--- config.mk ---
export PLATFORM = sky130hd
export DESIGN_NAME = cond_issue_scheduler
export DESIGN_NICKNAME = d
export VERILOG_FILES = /design/src/rtl/cond_issue_scheduler_pkg.sv /design/src/rtl/cond_issue_scheduler_rr_pick.sv /design/src/rtl/cond_issue_scheduler.sv
export SDC_FILE = /design/constraint.sdc
export NUM_CORES = 1
export LEC_CHECK = 0
export BUFFER_PORTS_ARGS = -buffer_cell sky130_fd_sc_hd__buf_2
export CORE_MARGIN = 2
export CORE_UTILIZATION = 49
export DETAILED_ROUTE_END_ITERATION = 16
export PLACE_DENSITY = 0.87
export SLEW_MARGIN = 0
export SYNTH_ARGS = -nofsm -noshare
export SYNTH_HDL_FRONTEND = slang
export SYNTH_SLANG_ARGS = --single-unit
--- constraint.sdc ---
create_clock -name clk -period 3.92 [get_ports clk]
set_clock_uncertainty 0.2 [all_clocks]
set_input_delay 0.588 -clock clk [delete_from_list [all_inputs] [get_ports clk]]
set_output_delay 0.588 -clock clk [all_outputs]
set_load 0.02 [all_outputs]
--- src/rtl/cond_issue_scheduler_pkg.sv ---
// Shared types for the conditional issue scheduler: flag-count source, the
// single-flag conditional descriptor, FSM states and the condition evaluator.
package EV_types;
  localparam int flagCount = 4;
endpackage

package SimpleConditional;
  localparam int SKIP_COUNT_W = 16;
  localparam int FLAG_IDX_W   = 3;
  localparam int FLAG_EXT_W   = 2 ** FLAG_IDX_W;

  typedef enum logic [0:0] {
    IDLE  = 1'b0,
    ISSUE = 1'b1
  } sched_state_e;

  typedef logic [3:0] thread_id_t;

  typedef struct packed {
    logic [FLAG_IDX_W-1:0] flag;
    logic                  condition;
    logic                  negate;
  } singleFlagConditional_a;

  // Unconditional ops resolve to !negate; flag indices past flag_count read as 0.
  function automatic logic cond_result(input singleFlagConditional_a c,
                                       input logic [FLAG_EXT_W-1:0] flags,
                                       input int flag_count);
    logic sel;
    logic res;
    sel = 1'b0;
    if (!c.condition) begin
      res = !c.negate;
    end else begin
      if (int'(c.flag) < flag_count) sel = flags[c.flag];
      else                           sel = 1'b0;
      res = sel ^ c.negate;
    end
    return res;
  endfunction
endpackage

--- src/rtl/cond_issue_scheduler_rr_pick.sv ---
// Combinational round-robin picker: first requester at or after ptr wins,
// returned as a one-hot grant.
module rr_pick #(
  parameter  int THREADS = 4,
  localparam int TW      = $clog2(THREADS)
) (
  input  logic [THREADS-1:0] req,
  input  logic [TW-1:0]      ptr,
  output logic [THREADS-1:0] grant
);
  logic          found_s;
  logic [TW-1:0] idx_s;

  // Scan from ptr upward with wrap; only the first hit is granted.
  always_comb begin
    grant   = '0;
    found_s = 1'b0;
    idx_s   = '0;
    for (int i = 0; i < THREADS; i++) begin
      idx_s        = TW'((int'(ptr) + i) % THREADS);
      grant[idx_s] = req[idx_s] && !found_s;
      found_s      = found_s || req[idx_s];
    end
  end
endmodule

--- src/rtl/cond_issue_scheduler.sv ---
// Round-robin conditional issue scheduler: squashes ops whose flag condition
// is false. Optional saturating skip counter behind COND_SCHED_SKIP_COUNT_EN.
module cond_issue_scheduler
  import SimpleConditional::*;
#(
  parameter  int THREADS    = 4,
  parameter  int FLAG_COUNT = EV_types::flagCount,
  localparam int TW         = $clog2(THREADS)
) (
  input  logic                   clk,
  input  logic                   reset,
  input  logic [THREADS-1:0]     req_valid,
  input  singleFlagConditional_a req_cond [THREADS],
  output logic [THREADS-1:0]     req_ready,
  output logic                   issue_valid,
  output logic [TW-1:0]          issue_thread,
  input  logic                   issue_ready,
  input  logic                   flag_wr_en,
  input  logic [TW-1:0]          flag_wr_thread,
  input  logic [FLAG_COUNT-1:0]  flag_wr_data,
  output logic                   skip_valid,
  output logic [TW-1:0]          skip_thread
`ifdef COND_SCHED_SKIP_COUNT_EN
  ,
  output logic [SKIP_COUNT_W-1:0] skip_count
`endif
);
  sched_state_e           state_r, state_nxt_s;
  logic [TW-1:0]          rr_ptr_r;
  logic [FLAG_EXT_W-1:0]  flags_r [THREADS];
  logic [THREADS-1:0]     grant_s;
  logic [TW-1:0]          winner_s;
  thread_id_t             win_id_s;
  singleFlagConditional_a win_cond_s;
  logic [FLAG_EXT_W-1:0]  win_flags_s;
  logic                   result_s;
  logic                   accept_s;
  logic                   issue_now_s;
  logic                   skip_now_s;
  logic                   issue_valid_r;
  logic [TW-1:0]          issue_thread_r;
  logic                   skip_valid_r;
  logic [TW-1:0]          skip_thread_r;

  rr_pick #(.THREADS(THREADS)) u_rr_pick (
    .req   (req_valid),
    .ptr   (rr_ptr_r),
    .grant (grant_s)
  );

  // Encode the winner and evaluate its condition, bypassing a same-cycle flag write.
  always_comb begin
    winner_s = '0;
    for (int i = 0; i < THREADS; i++) begin
      if (grant_s[i]) winner_s = TW'(i);
      else            winner_s = winner_s;
    end
    win_id_s   = thread_id_t'(winner_s);
    win_cond_s = req_cond[winner_s];
    if (flag_wr_en && (flag_wr_thread == winner_s)) win_flags_s = FLAG_EXT_W'(flag_wr_data);
    else                                             win_flags_s = flags_r[winner_s];
    result_s = cond_result(win_cond_s, win_flags_s, FLAG_COUNT);
  end

  // Next-state and acceptance decode.
  always_comb begin
    state_nxt_s = state_r;
    accept_s    = 1'b0;
    issue_now_s = 1'b0;
    skip_now_s  = 1'b0;
    case (state_r)
      IDLE: begin
        if (|req_valid) begin
          accept_s = 1'b1;
          if (result_s) begin
            issue_now_s = 1'b1;
            state_nxt_s = ISSUE;
          end else begin
            skip_now_s  = 1'b1;
            state_nxt_s = IDLE;
          end
        end else begin
          state_nxt_s = IDLE;
        end
      end
      ISSUE: begin
        if (issue_ready) state_nxt_s = IDLE;
        else             state_nxt_s = ISSUE;
      end
      default: state_nxt_s = IDLE;
    endcase
  end

  assign req_ready = grant_s & {THREADS{accept_s & ~reset}};

  // FSM state register.
  always_ff @(posedge clk) begin
    if (reset) state_r <= IDLE;
    else       state_r <= state_nxt_s;
  end

  // Pointer, flag storage and registered downstream outputs.
  always_ff @(posedge clk) begin
    if (reset) begin
      rr_ptr_r       <= '0;
      issue_valid_r  <= 1'b0;
      issue_thread_r <= '0;
      skip_valid_r   <= 1'b0;
      skip_thread_r  <= '0;
      for (int t = 0; t < THREADS; t++) flags_r[t] <= '0;
    end else begin
      if (accept_s) begin
        rr_ptr_r <= (win_id_s == thread_id_t'(THREADS - 1)) ? '0 : TW'(win_id_s + 4'd1);
      end
      issue_valid_r <= (state_nxt_s == ISSUE);
      if (issue_now_s) issue_thread_r <= winner_s;
      skip_valid_r <= skip_now_s;
      if (skip_now_s) skip_thread_r <= winner_s;
      if (flag_wr_en) flags_r[flag_wr_thread] <= FLAG_EXT_W'(flag_wr_data);
    end
  end

  assign issue_valid  = issue_valid_r;
  assign issue_thread = issue_thread_r;
  assign skip_valid   = skip_valid_r;
  assign skip_thread  = skip_thread_r;

`ifdef COND_SCHED_SKIP_COUNT_EN
  logic [SKIP_COUNT_W-1:0] skip_count_r;

  // Saturating count of squashed ops.
  always_ff @(posedge clk) begin
    if (reset) begin
      skip_count_r <= '0;
    end else if (skip_now_s && (skip_count_r != {SKIP_COUNT_W{1'b1}})) begin
      skip_count_r <= skip_count_r + 16'd1;
    end else begin
      skip_count_r <= skip_count_r;
    end
  end

  assign skip_count = skip_count_r;
`endif
endmodule

==> reports/qor.yml <==
cts:
  clkTransAtPathRegs_ps: 80
  numCtsBuffers: 3
  insertion_delay_ps: 270
  cts_buffer_depth: 2
  cts_tree: "done"
  cts_root_buf: "clkbuf_8"
  cts_max_level: 1
  numClockSinks: 24
timing:
  max_freq_mhz: 245.0
  setup_ws_ps: -160.9
  worstMarginPinSlew_ps: 448.3
  fin_crit_ps: 4081
  slew-limit-headroom: 0.6998
  rsz0062_at_grt: "yes"
  fin_crit_sh: 1.041
  slew_violations: 0
  setup_viol: 5
  hold_ws_ps: 312.3
  finalHoldViolCount: 0
power:
  ir_worst_vdd_mv: 0.7741
  power_density_mw_per_mm2: 1086
  leakagePower_nw: 1.178
route:
  wirelength_um: 6341
  avgRoutedWirePerCell_um: 18.17
  viasPerCell: 6.232
  ant_nets: 0
  vias: 2175
  drc: 0
  drt_iter0_markers: 254
  dr.pass1.iters: 4
critical_path:
  cp_max_fo: 5
  required_ps: 3890
  crit_buf_inv: 3
  slowest_stage: "or4b_4"
  critPathKind: "register to register"
  cp_top_family: "simple AND/OR/NAND/NOR gates"
  worstPathCellList: "inv_4 > ha_4 > mux4_2 > or4b_4 > a221o_1 > buf_4 > o21ai_0 > a31oi_1 > nor3_1 > o211ai_1 > buf_4 > and4_4 > or3_4 > mux2_4"
  start_kind: "register"
  crit_path_frequent_cell: "buf_4"
  cpPeakStageDelay_ps: 550
  cp-end-kind: "register"
  crit_arrival_ps: 4050
yosys:
  ys.flop_type: "edfxtp_1"
  syn_nets: 264
  ys_types: 56
  yosys_warnings: 0
  synth_top_area_share: 0.2402
  synth-seq-cells: 24
  seq_area_frac_synth: 0.3202
  post-synth-top-count-cell: "nand2_1"
  synth-edff-count: 16
  yosys.area.top_type: "edfxtp_1"
  syn_inst: 223
  synthArstFlopShare: 0
  avgSynthCellArea_um2: 8.972
  syn-cell-area_mm2: 0.002001
  synthTopCellsByArea: "edfxtp_1, dfxtp_1, and2_1"
  synth_commonest_cells: "nand2_1, and2_1, edfxtp_1"
layout:
  post-route-util: 0.6897
  nets: 341
  drive_above_1_share: 0.4247
  syn2layout_area_growth_pct: 36.90
  antenna_cells: 0
floorplan:
  chipWidth_um: 67.90
  fp.dieArea_mm2: 0.004610
  io-pin-count: 44
  start_util: 0.5038
  fp.dieH_um: 67.90
  rows: 23
  fp.coreArea_mm2: 0.003971
global_route:
  grt_overflow: 0
  grt_usage: 0.2712
  grt_antenna_before_repair: 0
  grt_pass1_vias: 2004
  grt_pass1_wl_um: 9204
  grt_max_degree: 20
place:
  port_buffers: 43
  dp_hpwl_um: 4455
  place_congestion: 0.8601
status:
  violations: "negative setup slack"
  status: "finished, violations left"
hold_path:
  hp-class: "register to register"
flow_run:
  drv_cap: 0
==> registers in the layout, summed over array words and instances (netlist names) <==
| signal | cells |
|---|---|
| flags_r | 16 |
| issue_thread | 2 |
| rr_ptr_r | 2 |
| skip_thread | 2 |
| issue_valid | 1 |
| skip_valid | 1 |
==> worst paths after layout <==
check / from / end / slack, ps / depth (start not counted)
min: issue_thread[0] / issue_thread[0] / 310 / 2
min reg2reg: issue_thread[0] / issue_thread[0] / 310 / 2
max: rr_ptr_r[0] / skip_thread[1] / -160 / 14
max reg2reg: rr_ptr_r[0] / skip_thread[1] / -160 / 14
==> metal layers <==
layer / track usage / routed length, um / part of all wire
met5: 0 / 0 / 0
met4: 0.1100 / 227 / 0.036
met3: 0.05592 / 562 / 0.089
met2: 0.4828 / 3284 / 0.52
met1: 0.3171 / 2267 / 0.36
==> placed cells by master (no fill, tap or decap), drive strengths merged, types with 5 or more instances in the layout <==
master  netlist  layout
buf           2      83
nand2        24      24
edfxtp       16      16
and2         16      16
nor2         14      14
a21oi        11      11
o21ai        11      11
a31oi         8       8
inv           8       8
dfxtp         8       8
ha            7       7
nor2b         6       6
a211oi        6       6
nor3          6       6
nand2b        5       5
==> worst reg2reg max path, delay by kind of cell, from the launching register on <==
| kind | cells | cell delay, ps |
|---|---|---|
| AND/OR/NAND/NOR | 4 | 1390 |
| AO/OA/AOI/OAI | 4 | 720 |
| buffers and inverters | 3 | 410 |
| flip-flops | 1 | 400 |
| multiplexers | 2 | 610 |
| adder cells (fa/ha/maj) | 1 | 260 |
==> where the power goes <==
| group | total [mW] | switching [mW] | internal (mW) |
|---|---|---|---|
| clock network | 0.219 | 0.0822 | 0.137 |
| registers | 0.350 | 0.0287 | 0.321 |
| logic | 2.41 | 1.22 | 1.19 |
| total | 2.97 | 1.33 | 1.65 |
==> per-stage QoR <==
step	worst slack, ps	TNS (ps)	area (um2)	power [mW]	instances
after detailed placement	-454.9	-2052	2530	2.279	339
after CTS	-157.5	-520.6	2688	2.753	348
final	-160.9	-613.0	2739	2.974	349
after global routing	-410.8	-1640	2739	3.124	349
after global placement	-317.6	-1343	2530	2.215	339
after floorplan	-162.9	-441.1	2048	1.642	223
==> cells by family (layout without fill, tap and decap cells) <==
group / after synthesis / count (layout) / synth area share
AND/OR/NAND/NOR: 98 / 98 / 0.2733
adder cells (fa/ha/maj): 7 / 7 / 0.04378
multiplexers: 11 / 11 / 0.08255
buffers and inverters: 19 / 95 / 0.04002
AO/OA/AOI/OAI: 64 / 64 / 0.2401
flip-flops: 24 / 24 / 0.3202
==> what timing repair did <==
item	in CTS	in global routing
pin swaps	5	4
hold buffers	0	0
buffers inserted	5	2
gates resized for setup	8	11
endpoints found under the setup margin	5	6
==> area by class of cell <==
| type | instances | area [um2] |
|---|---|---|
| clock buffer | 3 | 41.29 |
| fill | 287 | 1232 |
| tap | 50 | 62.56 |
| sequential | 24 | 645.6 |
| multi-input combinational | 180 | 1395 |
| clock inverter | 1 | 30.03 |
| timing repair buffer | 83 | 531.8 |
| inverter | 8 | 32.53 |
Note: power is estimated with default switching activity, not from simulation.
